[src/rtl/queue_pkg.sv]
// Shared defaults and debouncer state encoding for the queue input controller.
// Optional autorepeat is enabled with QUEUE_INPUT_CTRL_AUTOREPEAT_EN.
package queue_pkg;

   localparam int QW_DEF         = 4;
   localparam int DB_CYCLES_DEF  = 500000;
   localparam int REP_DELAY_DEF  = 50000000;
   localparam int REP_PERIOD_DEF = 10000000;

   typedef enum logic [1:0] {
      IDLE         = 2'd0,
      PRESS_WAIT   = 2'd1,
      HELD         = 2'd2,
      RELEASE_WAIT = 2'd3
   } db_state_e;

   // Width of a counter that must reach n without wrapping.
   function automatic int cnt_width(input int n);
      return (n < 2) ? 1 : $clog2(n + 1);
   endfunction

endpackage

[src/rtl/btn_debounce.sv]
// Button synchronizer + debounce FSM; one-cycle evt per press, plus held repeats under QUEUE_INPUT_CTRL_AUTOREPEAT_EN.
// Latency: evt rises DB_CYCLES+2 cycles after the first edge sampling btn high; no backpressure.
module btn_debounce
   import queue_pkg::*;
#(
   parameter int DB_CYCLES = DB_CYCLES_DEF
`ifdef QUEUE_INPUT_CTRL_AUTOREPEAT_EN
   ,
   parameter int REP_DELAY  = REP_DELAY_DEF,
   parameter int REP_PERIOD = REP_PERIOD_DEF
`endif
) (
   input  logic clk100,
   input  logic rst,
   input  logic btn,
   output logic evt
);

   localparam int            CW     = cnt_width(DB_CYCLES);
   localparam logic [CW-1:0] DB_MAX = CW'(DB_CYCLES);

   logic          sync1;
   logic          sync2;
   db_state_e     state;
   logic [CW-1:0] cnt;
   logic [CW-1:0] cnt_inc;
   logic          press_done;
   logic          rep_fire;

   // Saturating increment: the counter never wraps past DB_MAX.
   assign cnt_inc    = (cnt == DB_MAX) ? cnt : cnt + CW'(1);
   assign press_done = (state == PRESS_WAIT) && sync2 && (cnt_inc == DB_MAX);

`ifdef QUEUE_INPUT_CTRL_AUTOREPEAT_EN
   localparam int RMAX = (REP_DELAY > REP_PERIOD) ? REP_DELAY : REP_PERIOD;
   localparam int RW   = cnt_width(RMAX);

   logic [RW-1:0] rep_cnt;
   logic [RW-1:0] rep_inc;
   logic [RW-1:0] rep_lim;
   logic          rep_first;

   assign rep_inc  = rep_cnt + RW'(1);
   assign rep_lim  = rep_first ? RW'(REP_DELAY) : RW'(REP_PERIOD);
   assign rep_fire = (state == HELD) && sync2 && (rep_inc == rep_lim);

   // Timer only advances while HELD, so RELEASE_WAIT pauses it in place.
   always_ff @(posedge clk100) begin
      if (rst) begin
         rep_cnt   <= '0;
         rep_first <= 1'b0;
      end else if (press_done) begin
         rep_cnt   <= '0;
         rep_first <= 1'b1;
      end else if ((state == HELD) && sync2) begin
         if (rep_fire) begin
            rep_cnt   <= '0;
            rep_first <= 1'b0;
         end else begin
            rep_cnt <= rep_inc;
         end
      end
   end
`else
   assign rep_fire = 1'b0;
`endif

   always_ff @(posedge clk100) begin
      if (rst) begin
         sync1 <= 1'b0;
         sync2 <= 1'b0;
         state <= IDLE;
         cnt   <= '0;
         evt   <= 1'b0;
      end else begin
         sync1 <= btn;
         sync2 <= sync1;
         evt   <= rep_fire;
         case (state)
            IDLE: begin
               if (sync2) begin
                  state <= PRESS_WAIT;
                  cnt   <= '0;
               end
            end
            PRESS_WAIT: begin
               if (!sync2) begin
                  state <= IDLE;
                  cnt   <= '0;
               end else if (press_done) begin
                  state <= HELD;
                  cnt   <= '0;
                  evt   <= 1'b1;
               end else begin
                  cnt <= cnt_inc;
               end
            end
            HELD: begin
               if (!sync2) begin
                  state <= RELEASE_WAIT;
                  cnt   <= '0;
               end
            end
            RELEASE_WAIT: begin
               if (sync2) begin
                  state <= HELD;
                  cnt   <= '0;
               end else if (cnt_inc == DB_MAX) begin
                  state <= IDLE;
                  cnt   <= '0;
               end else begin
                  cnt <= cnt_inc;
               end
            end
            default: state <= IDLE;
         endcase
      end
   end

endmodule

[src/rtl/queue_input_ctrl.sv]
// Turns push/pop buttons and data switches into one-cycle queue strobes; autorepeat via QUEUE_INPUT_CTRL_AUTOREPEAT_EN.
// Latency: strobe DB_CYCLES+3 cycles after press; full/empty drop commands with a reject pulse.
module queue_input_ctrl
   import queue_pkg::*;
#(
   parameter int QW         = QW_DEF,
   parameter int DB_CYCLES  = DB_CYCLES_DEF,
   parameter int REP_DELAY  = REP_DELAY_DEF,
   parameter int REP_PERIOD = REP_PERIOD_DEF
) (
   input  logic          clk100,
   input  logic          rst,
   input  logic          btn_in,
   input  logic          btn_out,
   input  logic [QW-1:0] sw,
   input  logic          full,
   input  logic          empty,
   output logic          push,
   output logic          pop,
   output logic [QW-1:0] push_data,
   output logic          reject
);

   logic          push_evt;
   logic          pop_evt;
   logic          pop_pend;
   logic          pop_req;
   logic [QW-1:0] sw_s1;
   logic [QW-1:0] sw_s2;

`ifdef QUEUE_INPUT_CTRL_AUTOREPEAT_EN
   btn_debounce #(.DB_CYCLES(DB_CYCLES), .REP_DELAY(REP_DELAY), .REP_PERIOD(REP_PERIOD)) u_db_in (
      .clk100(clk100), .rst(rst), .btn(btn_in), .evt(push_evt)
   );
   btn_debounce #(.DB_CYCLES(DB_CYCLES), .REP_DELAY(REP_DELAY), .REP_PERIOD(REP_PERIOD)) u_db_out (
      .clk100(clk100), .rst(rst), .btn(btn_out), .evt(pop_evt)
   );
`else
   btn_debounce #(.DB_CYCLES(DB_CYCLES)) u_db_in (
      .clk100(clk100), .rst(rst), .btn(btn_in), .evt(push_evt)
   );
   btn_debounce #(.DB_CYCLES(DB_CYCLES)) u_db_out (
      .clk100(clk100), .rst(rst), .btn(btn_out), .evt(pop_evt)
   );
`endif

   assign pop_req = pop_evt | pop_pend;

   // Push wins a collision; the pop waits one cycle and is re-checked against empty then.
   always_ff @(posedge clk100) begin
      if (rst) begin
         sw_s1     <= '0;
         sw_s2     <= '0;
         push      <= 1'b0;
         pop       <= 1'b0;
         reject    <= 1'b0;
         push_data <= '0;
         pop_pend  <= 1'b0;
      end else begin
         sw_s1  <= sw;
         sw_s2  <= sw_s1;
         push   <= 1'b0;
         pop    <= 1'b0;
         reject <= 1'b0;
         if (push_evt) begin
            pop_pend <= pop_req;
            if (full) begin
               reject <= 1'b1;
            end else begin
               push      <= 1'b1;
               push_data <= sw_s2;
            end
         end else begin
            pop_pend <= 1'b0;
            if (pop_req) begin
               if (empty) reject <= 1'b1;
               else       pop    <= 1'b1;
            end
         end
      end
   end

endmodule
[config.mk]
export PLATFORM = sky130hd
export DESIGN_NAME = queue_input_ctrl
export DESIGN_NICKNAME = d
export VERILOG_FILES = /design/src/rtl/queue_pkg.sv /design/src/rtl/btn_debounce.sv /design/src/rtl/queue_input_ctrl.sv
export SDC_FILE = /design/constraint.sdc
export NUM_CORES = 1
export LEC_CHECK = 0
export ABC_CLOCK_PERIOD_IN_PS = 2600
export CAP_MARGIN = 20
export CORE_UTILIZATION = 54
export CTS_CLUSTER_SIZE = 20
export DETAILED_ROUTE_END_ITERATION = 16
export HOLD_SLACK_MARGIN = 0.1
export MAX_ROUTING_LAYER = met4
export PLACE_DENSITY = 0.75
export SKIP_LAST_GASP = 1
export SLEW_MARGIN = 15
export SYNTH_ARGS = -nofsm -noshare
export SYNTH_HDL_FRONTEND = slang
export SYNTH_HIERARCHICAL = 1
export SYNTH_SLANG_ARGS = --single-unit
[constraint.sdc]
create_clock -name clk100 -period 2.6 [get_ports clk100]
set_input_delay 0.26 -clock clk100 [delete_from_list [all_inputs] [get_ports clk100]]
set_output_delay 0.26 -clock clk100 [all_outputs]
set_load 0.02 [all_outputs]
After elaboration in Yosys (flattened, before gate mapping)

Cells that the tools add are included.

Bits in registers: 64
Input bits: 10
Output and inout bits: 7

Add/sub/neg operators: 2
Equal/unequal tests: 18
Mux-type cells: 38
Bitwise logic cells: 8
Reductions and logical operators: 15

Operators by type and width:

| kind                                                                   | count |
|---|---|
| 19-bit two-way mux                                                     | 14 |
| 19-bit one-hot mux with 4 select lines                                 | 2 |
| 19-bit equality test (second input constant)                           | 4 |
| 19-bit by 1-bit adder with 19-bit output (second input constant)       | 2 |
| 2-bit two-way mux                                                      | 12 |
| 2-bit one-hot mux with 4 select lines                                  | 2 |
| 3-bit OR reduction                                                     | 3 |
| 2-bit equality test (second input constant)                            | 4 |
| 1-bit two-way mux                                                      | 8 |
| 4-bit AND reduction                                                    | 2 |
| 1-bit inverter                                                         | 7 |
| 3-bit by 1-bit != test with 1-bit output (second input constant)       | 2 |
| 3-bit != test (second input constant)                                  | 2 |
| 2-bit AND reduction                                                    | 3 |
| 2-bit by 1-bit equality test with 1-bit output (second input constant) | 2 |
| 1-bit logical AND                                                      | 4 |
| 2-bit zero test                                                        | 2 |
| 2-bit by 1-bit != test with 1-bit output (second input constant)       | 2 |
| 2-bit != test (second input constant)                                  | 2 |
| 2-bit OR reduction                                                     | 1 |
| 1-bit OR                                                               | 1 |

Logic depth before layout (Yosys ltp)

Word-level depth: 7
Gate-level depth with buffers: 11
Mapped depth without buffers: 9

By module

The synthesis kept the hierarchy.

Modules (own cells, without submodules):

| module           | times used | cells each | area an instance (µm²) | sequential area each (µm²) |
|---|---|---|---|---|
| btn_debounce     | 2          | 192        | 1,521.5                | 480.5 |
| queue_input_ctrl | 1          | 43         | 498.0                  | 320.3 |

Worst setup path before layout

OpenSTA, ideal clock, no wires.

Path kind: reg-to-reg
From: register u_db_in.cnt[1]
To: register u_db_in.cnt[17]
Arrival: 2.540 ns
Data required time: 2.478 ns
Slack: -0.062 ns
Cell stages (with the launch flop): 11
Cells stage by stage: dfxtp_1 -> ha_1 -> buf_4 -> inv_2 -> or4_1 -> buf_2 -> a2111oi_4 -> o221ai_2 -> o31a_4 -> buf_6 -> a221o_1

Cells in the longest elaborated chain, start to end: 7
Elaborated cells between the ends (all ways): 10
Those cells by class: add/sub (1); eq/ne (2); mux (6); reduce/logical (1)

Ends and longest elaborated chain:

| item                                                                                    | RTL line                                | source |
|---|---|---|
| start: declaration                                                                      | btn_debounce.sv:25                      | `logic [CW-1:0] cnt;` |
| start signal: assignment                                                                | btn_debounce.sv:95                      | `cnt <= cnt_inc;` |
| start signal: assignment                                                                | btn_debounce.sv:112                     | `cnt <= cnt_inc;` |
| 19-bit by 1-bit adder with 19-bit output / 19-bit equality test (equally long branches) | btn_debounce.sv:31                      | `assign cnt_inc = (cnt == DB_MAX) ? cnt : cnt + CW'(1);` |
| 19-bit two-way mux (*)                                                                  | btn_debounce.sv:31                      |  |
| 19-bit equality test                                                                    | btn_debounce.sv:32, btn_debounce.sv:108 |  |
| 1-bit logical AND                                                                       | btn_debounce.sv:32                      | `assign press_done = (state == PRESS_WAIT) && sync2 && (cnt_inc == DB_MAX);` |
| 19-bit two-way mux                                                                      | btn_debounce.sv:90                      | `end else if (press_done) begin` |
| 19-bit two-way mux                                                                      | btn_debounce.sv:87                      | `if (!sync2) begin` |
| 19-bit one-hot mux with 4 select lines (*)                                              | btn_debounce.sv:79                      | `case (state)` |

Mark *: on every way between the ends. The rest lies on a longest branch, timed or not.
A chain may end at the register's enable or synchronous reset.

Worst setup path after layout

From: register u_db_out.cnt[0]
To: register u_db_out.evt

Cells in the longest elaborated chain, start to end: 5
Elaborated cells between the ends (all ways): 6
Those cells by class: add/sub (1); eq/ne (2); mux (2); reduce/logical (1)

Ends and longest elaborated chain:

| item                                                                                    | RTL line            | source |
|---|---|---|
| start: declaration                                                                      | btn_debounce.sv:25  |  |
| start signal: assignment                                                                | btn_debounce.sv:95  |  |
| start signal: assignment                                                                | btn_debounce.sv:112 |  |
| 19-bit by 1-bit adder with 19-bit output / 19-bit equality test (equally long branches) | btn_debounce.sv:31  |  |
| 19-bit two-way mux (*)                                                                  | btn_debounce.sv:31  |  |
| 19-bit equality test (*)                                                                | btn_debounce.sv:32  |  |
| 1-bit logical AND (*)                                                                   | btn_debounce.sv:32  |  |
| 1-bit two-way mux (*)                                                                   | btn_debounce.sv:90  |  |
| end signal: assignment                                                                  | btn_debounce.sv:78  | `evt <= rep_fire;` |
| end: declaration                                                                        | btn_debounce.sv:16  | `output logic evt` |

Marked as above.

==> impl_metrics.tcl <==
set metrics [dict create \
    switchingPower_uw 479 \
    synthToLayoutAreaGrowth_pct 20.2 \
    p_int_uw 1670 \
    leakagePower_uw 0.00150 \
    nNetsFinal 483 \
    place_ws_ps -15.5 \
    numPortBuffers 16 \
    drcViolationCount 0 \
    stdcell_area_um2 4260 \
    maxCapViolCount 0 \
    grt_pass1_vias 3172 \
    drive_gt1_share_pct 19.2 \
    worstPathMaxFanout 7 \
    fmax_ghz 0.396 \
    p_sw_share_pct 22.3 \
    wl_met1_um 3700 \
    postCtsSetupRepairBufs 0 \
    worst_slack_ps 72.1 \
    placed_area_um2 3960 \
    clk_latency_ps 350 \
    slew_headroom_pct 67.4 \
    num_vias 3364 \
    num_io_pins 17 \
    combPwrFrac_pct 3.2 \
    seq_power_share_pct 46.6 \
    fp.dieH_um 83.0 \
    grt_pass1_wl_um 14600 \
    numCtsBuffers 9 \
    ys.warnings.count 6 \
    finalCriticalPeriod_ps 2530 \
    ys_ff_latch 64 \
    synth_area_um2 3540 \
    power_uw 2150 \
    arrival_ps 2780 \
    cp.required_ps 2850 \
    grt_max_degree 31 \
    cts.clk_slew.worst_paths_ps 80 \
    outcome "completed" \
    cts.sinks 64 \
    hold_path_class "flip-flop to flip-flop" \
    stdcell_count 551 \
    post_drt_wl_per_cell_um 15.7 \
    synthesis.nets 441 \
    viasPerCell 6.11 \
    wirelength_um 8660 \
    first_pass_iters 6 \
    critPathCaptureType "flip-flop" \
    holdWs_ps 439 \
    holdBufCountCts 0 \
    synth_edf_count 0 \
    start_util_pct 55.8 \
    async_reset_ff_share_pct 0 \
    antenna_left 0 \
    syn_inst 427 \
    grt_overflow 0 \
    cts_tree "done" \
    drtIter0Drc 253 \
    grt_usage_pct 26.8 \
    placeableCoreArea_um2 6350 \
    hold_violations 0 \
    dr.max_layer_used "met4" \
    cts_htree_levels 3 \
    synth_top_area_cell "dfxtp_1" \
    period_share_pct 97.2 \
    rows 29 \
    nFillCells 519 \
    seq_area_frac_synth_pct 36.2 \
    n_antenna_cell 0 \
    die_area_um2 6880 \
    synth_area_leaders "dfxtp_1 (36%), a31oi_1 (4.9%), nand2_1 (4.6%)" \
    pwr_density_cell_nw_per_um2 505 \
    ys.flop_type "dfxtp_1" \
    met3_wirelength_um 494 \
    ir_worst_vdd_uv 515 \
    clock-root-buffer "clkbuf_8" \
    dpl.hpwl_um 6000 \
    crit_type "flip-flop to flip-flop" \
    antenna_found_initial 0 \
    ys_types 51 \
    setup-violations-final 0 \
    clk_path_buf_depth 2 \
    worstSetupStartpointType "flip-flop" \
    gp_congestion 0.953 \
    p_clk_share_pct 50.2 \
    final_max_slew_viol_count 0 \
    syn_avg_cell_area_um2 8.29 \
    synth_top_area_share_pct 36.2 \
    worst_pin_slew_ps 489 \
    wl_met2_um 4260 \
    die_w_um 83.0 \
    fin_worst_skew_ps 13.3 \
    dp_cells 535 \
]
==> timing repair <==
action / 4_1_cts / 5_1_grt
setup endpoints to repair: 2 / 23
pin swaps: 0 / 1
resized for setup: 1 / 12
gates cloned: 0 / 0
==> worst paths after layout <==
check / start / to / slack, ps / cells past startpoint
setup / recovery: u_db_out/cnt[0] / u_db_out/evt / 70 / 7
hold / removal: sw_s1[3] / sw_s2[3] / 440 / 1
setup reg to reg: u_db_out/cnt[0] / u_db_out/evt / 70 / 7
hold reg to reg: sw_s1[3] / sw_s2[3] / 440 / 1
==> cells in the final DEF (no fill, tap or decap), types with 8 or more instances in the layout <==
cell type / synthesis / final
nor2b_1: 12 / 12
a31oi_1: 28 / 28
clkdlybuf4s50_1: 0 / 16
o21ai_0: 16 / 16
a21oi_1: 29 / 29
inv_1: 12 / 12
dfxtp_1: 64 / 56
nand3_1: 12 / 12
dfxtp_2: 0 / 8
mux2i_1: 14 / 13
nor2_1: 41 / 41
clkbuf_8: 0 / 9
and3_1: 10 / 10
nand2_1: 43 / 42
nor3_1: 14 / 13
nand4_1: 12 / 12
buf_4: 4 / 41
nand2b_1: 8 / 8
==> critical path, stage by stage (launching register included) <==
cell and delay [ps]:
dfxtp_2 390, ha_1 200, inv_2 50, or4_4 570
a2111oi_4 230, o221ai_2 180, or4_4 560, nor3_1 260
==> layer usage <==
metal / track usage (%) / up-vias
li1: - / 1646
met1: 31.7 / 1575
met2: 44.3 / 119
met3: 6.06 / 24
met4: 10.5 / 0
met5: - / -
==> power groups by stage <==
stage	Combinational, µW	Sequential [µW]	Clock, µW
detailed placement	68.0	1020	0
global route	75.7	1000	1150
finish	69.1	1000	1080
CTS	69.1	1000	1100
global placement	67.6	1020	0
floorplan	42.3	1020	0
==> flip-flops by register name (all words and copies together) (netlist names), named ones only <==
name and count:
sw_s2 4, u_db_in/state 1, u_db_out/state 1, u_db_out/cnt 19, u_db_in/evt 1, u_db_out/sync2 1
pop 1, u_db_in/cnt 19, sw_s1 4, reject 1, push 1, push_data 4
u_db_out/sync1 1, pop_pend 1, u_db_in/sync1 1, u_db_in/sync2 1, u_db_out/evt 1
==> final cells by class <==
type / count / area (µm²) / area share, %
Multi-Input combinational cell: 323 / 2100 / 49.3
Clock buffer: 9 / 124 / 2.91
Sequential cell: 64 / 1290 / 30.3
Inverter: 14 / 52.6 / 1.23
Tap cell: 77 / 96.3 / 2.26
Clock inverter: 7 / 125 / 2.94
Timing Repair Buffer: 57 / 468 / 11.0
==> Yosys cell counts (3+ instances only) <==
master / n
nor3_1: 14
buf_2: 11
buf_6: 3
and3_1: 10
nand2b_1: 8
ha_1: 4
nor2_1: 41
or3_1: 6
a22o_1: 4
o21ai_0: 16
buf_4: 4
nand3_1: 12
or4_1: 6
dfxtp_1: 64
a31oi_1: 28
inv_1: 12
a21oi_1: 29
nand4_1: 12
a221o_1: 4
nor3b_1: 4
nand2_1: 43
mux2i_1: 14
xnor2_1: 4
nor2b_1: 12
or2b_1: 3
and4_1: 6
clkbuf_1: 6
nor4_1: 3
==> through the flow <==
step	util [%]	setup TNS, ps
after CTS	66.4	0
final	67.0	0
after detailed placement	62.4	-15.5
after global placement	62.4	0
after floorplan	-	0
after global routing	67.0	-114
==> logic make-up (layout without fill, tap and decap cells) <==
group                      Yosys count  count (layout)  share of synthesized area, %
and+or+nand+nor                    200             200                          31.6
AOI/OAI and AO/OA                   99              99                          19.7
DFF                                 64              64                          36.2
buffers and inverters               40              87                          5.69
muxes                               14              14                          3.96
xor gates and xnor gates             6               6                          1.48
adders and majority gates            4               4                          1.41
(Power assumes the default switching activity.)
